<file path="src/rtl/commit_unit_if.sv">
// Shared commit types plus the scoreboard-to-commit bus (heads in, acks and
// register-file writes out).
package commit_pkg;

    localparam int XLEN = 32;

    typedef enum logic [2:0] {
        FU_NONE, FU_LOAD, FU_STORE, FU_ALU, FU_CTRL_FLOW, FU_MULT, FU_CSR, FU_FPU
    } fu_t;

    typedef enum logic [3:0] {
        OP_ADD, OP_JAL, OP_MUL, OP_LW, OP_FLW, OP_SW, OP_FSW,
        OP_AMO_ADD, OP_AMO_SWAP, OP_LR, OP_SC, OP_CSRRW, OP_FADD
    } op_t;

    typedef struct packed {
        logic [XLEN-1:0] cause;
        logic            valid;
    } exception_t;

    typedef struct packed {
        logic            valid;
        fu_t             fu;
        op_t             op;
        logic [4:0]      rd;
        logic [XLEN-1:0] result;
        exception_t      ex;
    } scoreboard_entry_t;

    function automatic logic is_amo(op_t op);
        return op inside {OP_AMO_ADD, OP_AMO_SWAP, OP_LR, OP_SC};
    endfunction

    function automatic logic is_rd_fpr(op_t op);
        return op inside {OP_FLW, OP_FADD};
    endfunction

endpackage

interface commit_unit_if
    import commit_pkg::*;
#(
    parameter int NR_COMMIT_PORTS = 2
);
    scoreboard_entry_t [NR_COMMIT_PORTS-1:0]           commit_instr;
    logic              [NR_COMMIT_PORTS-1:0]           commit_ack;
    logic              [NR_COMMIT_PORTS-1:0][4:0]      waddr;
    logic              [NR_COMMIT_PORTS-1:0][XLEN-1:0] wdata;
    logic              [NR_COMMIT_PORTS-1:0]           we_gpr;
    logic              [NR_COMMIT_PORTS-1:0]           we_fpr;

    modport master (output commit_instr, input commit_ack, waddr, wdata, we_gpr, we_fpr);
    modport slave  (input commit_instr, output commit_ack, waddr, wdata, we_gpr, we_fpr);
endinterface

</file>
<file path="src/rtl/commit_unit.sv">
// In-order commit stage: retires scoreboard heads, writes GPR/FPR, sequences
// store/CSR/AMO handshakes and raises precise exceptions. COMMIT_PERF_CNT_EN adds instret.
module commit_unit
    import commit_pkg::*;
#(
    parameter int NR_COMMIT_PORTS = 2
) (
    input  logic            clk_i,
    input  logic            rst_ni,
    input  logic            clr_i,
    input  logic            flush_i,
    input  logic            halt_i,
    commit_unit_if.slave    commit_if,
    output logic            commit_lsu_o,
    input  logic            commit_lsu_ready_i,
    output logic            csr_commit_o,
    input  logic            csr_ack_i,
    input  logic [XLEN-1:0] csr_rdata_i,
    output logic            amo_commit_o,
    input  logic            amo_resp_valid_i,
    input  logic [XLEN-1:0] amo_result_i,
    output exception_t      exception_o,
    output logic [63:0]     instret_o
);

    typedef enum logic [1:0] {IDLE, WAIT_CSR, WAIT_AMO, FLUSH} state_e;

    state_e                     state_q, state_d;
    scoreboard_entry_t          head0;
    logic                       commit_en;
    logic                       ack0, retire0;
    logic [XLEN-1:0]            wdata0;
    logic                       head0_pairable;
    logic [NR_COMMIT_PORTS-1:0] ack, retire;

    assign head0     = commit_if.commit_instr[0];
    assign commit_en = !halt_i && !clr_i && head0.valid;

    // Only simple single-cycle classes may share a cycle with a younger head.
    assign head0_pairable = (head0.fu inside {FU_ALU, FU_CTRL_FLOW, FU_MULT})
                         || (head0.fu == FU_LOAD && !is_amo(head0.op));

    always_ff @(posedge clk_i or negedge rst_ni) begin
        // NOTE: state registers use non-blocking assignment so every flop samples pre-edge values.
        if (!rst_ni)     state_q <= IDLE;
        else if (clr_i)  state_q <= IDLE;
        else             state_q <= state_d;
    end

    always_comb begin
        // NOTE: every output gets a default first, so no path through the case infers a latch.
        state_d      = state_q;
        ack0         = 1'b0;
        retire0      = 1'b0;
        wdata0       = head0.result;
        commit_lsu_o = 1'b0;
        csr_commit_o = 1'b0;
        amo_commit_o = 1'b0;
        exception_o  = '0;

        unique case (state_q)
            IDLE: if (commit_en) begin
                if (head0.ex.valid) begin
                    ack0        = 1'b1;
                    exception_o = head0.ex;
                    state_d     = FLUSH;
                end else if (head0.fu == FU_STORE && !is_amo(head0.op)) begin
                    commit_lsu_o = 1'b1;
                    ack0         = commit_lsu_ready_i;
                    retire0      = commit_lsu_ready_i;
                end else if (head0.fu == FU_CSR) begin
                    csr_commit_o = 1'b1;
                    state_d      = WAIT_CSR;
                end else if (is_amo(head0.op)) begin
                    amo_commit_o = 1'b1;
                    state_d      = WAIT_AMO;
                end else begin
                    ack0    = 1'b1;
                    retire0 = 1'b1;
                end
            end
            WAIT_CSR: if (commit_en && csr_ack_i) begin
                ack0    = 1'b1;
                retire0 = 1'b1;
                wdata0  = csr_rdata_i;
                state_d = IDLE;
            end
            WAIT_AMO: if (commit_en && amo_resp_valid_i) begin
                ack0    = 1'b1;
                retire0 = 1'b1;
                wdata0  = amo_result_i;
                state_d = IDLE;
            end
            FLUSH: ;
            default: state_d = IDLE;
        endcase

        // A flush abandons any outstanding wait; late responses land in IDLE and are ignored.
        if (flush_i) state_d = IDLE;
    end

    if (NR_COMMIT_PORTS > 1) begin : g_dual
        scoreboard_entry_t head1;
        logic              dual;
        assign head1 = commit_if.commit_instr[1];
        assign dual  = (state_q == IDLE) && retire0 && head0_pairable
                    && head1.valid && !head1.ex.valid
                    && ((head1.fu inside {FU_ALU, FU_MULT})
                        || (head1.fu == FU_LOAD && !is_amo(head1.op)));
        assign ack    = {dual, ack0};
        assign retire = {dual, retire0};
    end else begin : g_single
        assign ack    = ack0;
        assign retire = retire0;
    end

    assign commit_if.commit_ack = ack;

    for (genvar i = 0; i < NR_COMMIT_PORTS; i++) begin : g_wr
        assign commit_if.waddr[i]  = commit_if.commit_instr[i].rd;
        assign commit_if.wdata[i]  = (i == 0) ? wdata0 : commit_if.commit_instr[i].result;
        assign commit_if.we_fpr[i] = retire[i] && is_rd_fpr(commit_if.commit_instr[i].op);
        assign commit_if.we_gpr[i] = retire[i] && !is_rd_fpr(commit_if.commit_instr[i].op)
                                  && (commit_if.commit_instr[i].rd != 5'd0);
    end

`ifdef COMMIT_PERF_CNT_EN
    logic [63:0] instret_q, instret_d;

    assign instret_d = instret_q + 64'($countones(retire));

    always_ff @(posedge clk_i or negedge rst_ni) begin
        if (!rst_ni)     instret_q <= '0;
        else if (clr_i)  instret_q <= '0;
        else             instret_q <= instret_d;
    end

    assign instret_o = instret_q;
`else
    assign instret_o = 64'd0;
`endif

endmodule

</file>
<file path="src/flat_wrapper.sv">
// flat-port wrapper written by rule: the top's interface ports become plain ports
module commit_unit_flat import commit_pkg::*;
#(
    parameter int NR_COMMIT_PORTS = 2
)
  (clk_i, rst_ni, clr_i, flush_i, halt_i, commit_lsu_o, commit_lsu_ready_i, csr_commit_o, csr_ack_i, csr_rdata_i, amo_commit_o, amo_resp_valid_i, amo_result_i, exception_o, instret_o, commit_if_commit_instr, commit_if_commit_ack, commit_if_waddr, commit_if_wdata, commit_if_we_gpr, commit_if_we_fpr);
  commit_unit_if #(.NR_COMMIT_PORTS(NR_COMMIT_PORTS)) commit_if_i ();
  input  logic clk_i;
  input  logic rst_ni;
  input  logic clr_i;
  input  logic flush_i;
  input  logic halt_i;
  output logic commit_lsu_o;
  input  logic commit_lsu_ready_i;
  output logic csr_commit_o;
  input  logic csr_ack_i;
  input  logic [XLEN-1:0] csr_rdata_i;
  output logic amo_commit_o;
  input  logic amo_resp_valid_i;
  input  logic [XLEN-1:0] amo_result_i;
  output exception_t exception_o;
  output logic [63:0] instret_o;
  input wire logic [$bits(commit_if_i.commit_instr)-1:0] commit_if_commit_instr;
  output wire logic [$bits(commit_if_i.commit_ack)-1:0] commit_if_commit_ack;
  output wire logic [$bits(commit_if_i.waddr)-1:0] commit_if_waddr;
  output wire logic [$bits(commit_if_i.wdata)-1:0] commit_if_wdata;
  output wire logic [$bits(commit_if_i.we_gpr)-1:0] commit_if_we_gpr;
  output wire logic [$bits(commit_if_i.we_fpr)-1:0] commit_if_we_fpr;
  assign commit_if_i.commit_instr = commit_if_commit_instr;
  assign commit_if_commit_ack = commit_if_i.commit_ack;
  assign commit_if_waddr = commit_if_i.waddr;
  assign commit_if_wdata = commit_if_i.wdata;
  assign commit_if_we_gpr = commit_if_i.we_gpr;
  assign commit_if_we_fpr = commit_if_i.we_fpr;
  commit_unit #(.NR_COMMIT_PORTS(NR_COMMIT_PORTS)) u_core (.clk_i(clk_i), .rst_ni(rst_ni), .clr_i(clr_i), .flush_i(flush_i), .halt_i(halt_i), .commit_if(commit_if_i), .commit_lsu_o(commit_lsu_o), .commit_lsu_ready_i(commit_lsu_ready_i), .csr_commit_o(csr_commit_o), .csr_ack_i(csr_ack_i), .csr_rdata_i(csr_rdata_i), .amo_commit_o(amo_commit_o), .amo_resp_valid_i(amo_resp_valid_i), .amo_result_i(amo_result_i), .exception_o(exception_o), .instret_o(instret_o));
endmodule
</file>
<file path="config.mk">
export PLATFORM = sky130hd
export DESIGN_NAME = commit_unit_flat
export DESIGN_NICKNAME = d
export VERILOG_FILES = /design/src/rtl/commit_unit_if.sv /design/src/rtl/commit_unit.sv /design/src/flat_wrapper.sv
export SDC_FILE = /design/constraint.sdc
export NUM_CORES = 1
export LEC_CHECK = 0
export CAP_MARGIN = 20
export CORE_AREA = 2 2 158 160
export DETAILED_ROUTE_END_ITERATION = 16
export DIE_AREA = 0 0 160 162
export HOLD_SLACK_MARGIN = 0.08
export PLACE_DENSITY = 0.43
export SYNTH_ARGS = -nofsm -noshare
export SYNTH_HDL_FRONTEND = slang
export SYNTH_SLANG_ARGS = --single-unit
</file>
<file path="constraint.sdc">
create_clock -name clk_i -period 1.8 [get_ports clk_i]
set_clock_uncertainty 0.1 [all_clocks]
set_input_delay 0.27 -clock clk_i [delete_from_list [all_inputs] [get_ports clk_i]]
set_output_delay 0.27 -clock clk_i [all_outputs]
set_load 0.02 [all_outputs]
</file>
==> flow_metrics.env, run 1 <==
export IMPL_status="complete, but fails checks"
export IMPL_failed_checks="setup timing"
export IMPL_routed_top_layer="met4"
export IMPL_crit_path_max_incr_delay_ns=0.41
export IMPL_wl_per_cell_um=15.6
export IMPL_ys_warn_count=0
export IMPL_dr_pass1_iters=4
export IMPL_cp_max_fo=7
export IMPL_start_kind="flop"
export IMPL_path_common_cell="buf_6"
export IMPL_cts_root_buffer="clkbuf_16"
export IMPL_p_switching_uw=559
export IMPL_drive_gt1_share_pct=47.7
export IMPL_syn_to_final_growth_pct=185
export IMPL_io_pin_count=408
export IMPL_min_period_ns=2.29
export IMPL_fmax_mhz=436
export IMPL_insertion_delay_ns=0.22
export IMPL_ys_seq_elements=2
export IMPL_dr_wl_met2_mm=7.27
export IMPL_timing_critical_path_buf_inv=3
export IMPL_grt_max_degree=34
export IMPL_synth_common_cells="108 x buf_4, 35 x and2_1, 32 x a22oi_1"
export IMPL_r2r_end="u_core.state_q[1]"
export IMPL_syn_cell_area_sq_um=2220
export IMPL_cts_buffers=3
export IMPL_final_cells=869
export IMPL_numClockSinks=2
export IMPL_grt_pass1_wl_mm=17.9
export IMPL_worstSetupPathType="reg2out"
export IMPL_rsz0062_at_grt="yes"
export IMPL_ctsHtreeMaxLevel=1
export IMPL_grt_total_usage_pct=8.86
export IMPL_n_antenna_cell=0
export IMPL_crit_path_cell_trace="buf_6 -> ha_4 -> a22o_1 -> or2_4 -> clkbuf_16 -> o2bb2ai_4 -> buf_6"
export IMPL_setup_violations=76
export IMPL_fin_area_sq_um=6320
export IMPL_synth_area_top_cells="buf_4 37%, a22oi_1 11%, and2_1 9.9%, o2bb2ai_1 9.1%, o2bb2ai_2 6.1%"
export IMPL_route_detailed_drc=0
export IMPL_routabilityCongestion=0.732
export IMPL_dp_cells=845
export IMPL_placed_cell_area_sq_um=5530
export IMPL_cts_hold_buf=0
export IMPL_p_int_mw=1.03
export IMPL_drtIter0Drc=44
export IMPL_wl_mm=13.5
export IMPL_final_util_pct=26.2
export IMPL_antenna_found_initial=0
export IMPL_synth_flop_cell="dfrtp_1"
export IMPL_dp_hpwl_mm=10.8
export IMPL_critical_path_top_delay_family="buffers and inverters"
export IMPL_synth_avg_cell_area_sq_um=7.54
export IMPL_syn_inst=294
export IMPL_synth_edf_count=0
export IMPL_top_regs="u_core.state_q: 2 flops"
export IMPL_reg2reg_from="u_core.state_q[0]"
export IMPL_die_area_sq_um=25900
export IMPL_hold_viol=0
export IMPL_overflow=0
export IMPL_clkTransAtPathRegs_ns=0.03
export IMPL_rows=57
export IMPL_core_area_sq_um=24100
export IMPL_pwr_share_comb_pct=75.9
export IMPL_die_y_um=162
export IMPL_met3_wirelength_um=811
export IMPL_final_nets=779
export IMPL_worst_pin_slew_ns=0.603
export IMPL_p_seq_share_pct=3.0
export IMPL_vias=2908
export IMPL_finalMaxSlewViolations=0
export IMPL_dieWidth_um=160
export IMPL_synth_seq_area_share_pct=2.26
export IMPL_cts_buffer_depth=2
export IMPL_pre_cts_slack_ns=-1.07
export IMPL_rrSetupSlack_ns=-0.24
export IMPL_vdd_ir_drop_max_uv=258
export IMPL_fill_cells=2559
export IMPL_synth_largest_area_cell="buf_4"
export IMPL_synth_top_area_share_pct=36.6
export IMPL_cts_tree="done"
export IMPL_hold_path_class="in2async"
export IMPL_finalCritPeriodShare_pct=127
export IMPL_slew_headroom_pct=59.6
export IMPL_crit_required_ns=1.43
export IMPL_cp_end_kind="output pin"
export IMPL_async_flop_share_pct=100
export IMPL_largest_reg_flops=2
export IMPL_viasPerCell=3.35
export IMPL_synth_cell_types=42
export IMPL_top_register="u_core.state_q"
export IMPL_startpoint="u_core.state_q[1]"
export IMPL_power_share_clock_pct=21.2
export IMPL_power_leakage_nw=2.41
export IMPL_port_buffer_count=247
export IMPL_worst_slack_ns=-0.494
export IMPL_yosysMostFrequentCell="buf_4"
export IMPL_p_per_area_nw_per_um2=251
export IMPL_worst_r2r_path_depth=9
export IMPL_wl_met1_mm=5.12
export IMPL_start_util_pct=9.20
export IMPL_grt_pass1_vias=2974
export IMPL_detail_route_antenna_nets=0
export IMPL_switching_share_pct=35.2
export IMPL_critical_path_arrival_ns=1.92
export IMPL_maxCapViolations=0
export IMPL_slowest_stage="dfrtp_1"
-- final cells by class --
cell class | instances | area, sq um | area share, %
tap | 324 | 405 | 6.41
sequential | 2 | 50.0 | 0.792
multi-input combinational | 224 | 2430 | 38.4
inverter | 6 | 30.0 | 0.475
clock buffer | 3 | 75.1 | 1.19
timing repair buffer | 310 | 3330 | 52.7
-- power groups by stage --
stage               Clock (mW)  Combinational, mW  Sequential (mW)
floorplan                    0              0.682           0.0473
global placement             0               1.07           0.0473
detailed placement           0               1.08           0.0474
CTS                      0.342               1.13           0.0469
global route             0.348               1.26           0.0470
finish                   0.336               1.20           0.0470
-- through the flow --
step           TNS [ns]  power [mW]  hold slack (ns)
2_1_floorplan     -2.30       0.729           -0.126
3_3_place_gp     -69.15        1.12            0.348
3_5_place_dp     -73.22        1.13            0.353
4_1_cts          -30.77        1.52            0.124
5_1_grt          -37.67        1.66            0.133
6_report         -33.57        1.59            0.125
-- worst max path at each step --
stage | to | slack [ns] | cells past startpoint
floorplan | commit_if_we_fpr[0] | -0.12 | 6
global placement | commit_if_wdata[30] | -0.98 | 7
detailed placement | commit_if_wdata[16] | -1.07 | 7
CTS | commit_if_wdata[24] | -0.53 | 7
global route | commit_if_we_gpr[1] | -0.57 | 8
finish | commit_if_wdata[29] | -0.49 | 7
-- what timing repair did --
action | 4_1_cts | 5_1_grt
setup endpoints to repair | 76 | 76
pin swaps | 14 | 38
setup buffers | 11 | 5
cloned | 1 | 6
resized for setup | 449 | 66
-- metal layers --
metal | GRT usage (%) | up-vias
met3 | 1.84 | 22
met1 | 9.95 | 1365
met5 | 0 | -
met2 | 16.9 | 134
li1 | - | 1387
met4 | 2.38 | 0
-- placed cells by master, fill, tap and decap left out, types with 3 or more instances in the layout --
| cell | n |
|---|---|
| a21oi_1 | 3 |
| a22oi_1 | 8 |
| a22oi_2 | 24 |
| and2_4 | 35 |
| buf_12 | 11 |
| buf_4 | 40 |
| buf_6 | 76 |
| buf_8 | 3 |
| clkbuf_16 | 8 |
| clkdlybuf4s50_1 | 164 |
| conb_1 | 64 |
| dlygate4sd2_1 | 8 |
| nand2_1 | 6 |
| nor2_1 | 7 |
| nor2_4 | 3 |
| o2bb2ai_4 | 30 |
-- logic make-up after synthesis --
group | Yosys count | share of synthesized area [%]
simple gates | 72 | 20.1
flops | 2 | 2.26
mux | 2 | 0.903
other cells | 1 | 0.169
buf+inv | 131 | 42.2
fa+ha+maj | 4 | 2.26
compound gates | 82 | 32.2
(Power assumes the default switching activity.)
==> run 2: changes to the inputs <==
--- a/config.mk
+++ b/config.mk
@@ -7,6 +7,7 @@
 export LEC_CHECK = 0
 export CAP_MARGIN = 20
 export CORE_AREA = 2 2 158 160
+export CTS_CLUSTER_SIZE = 20
 export DETAILED_ROUTE_END_ITERATION = 16
 export DIE_AREA = 0 0 160 162
 export HOLD_SLACK_MARGIN = 0.08
==> results of run 2 <==
Same layout as run 1: the final DEF is identical, and so are final timing and power.
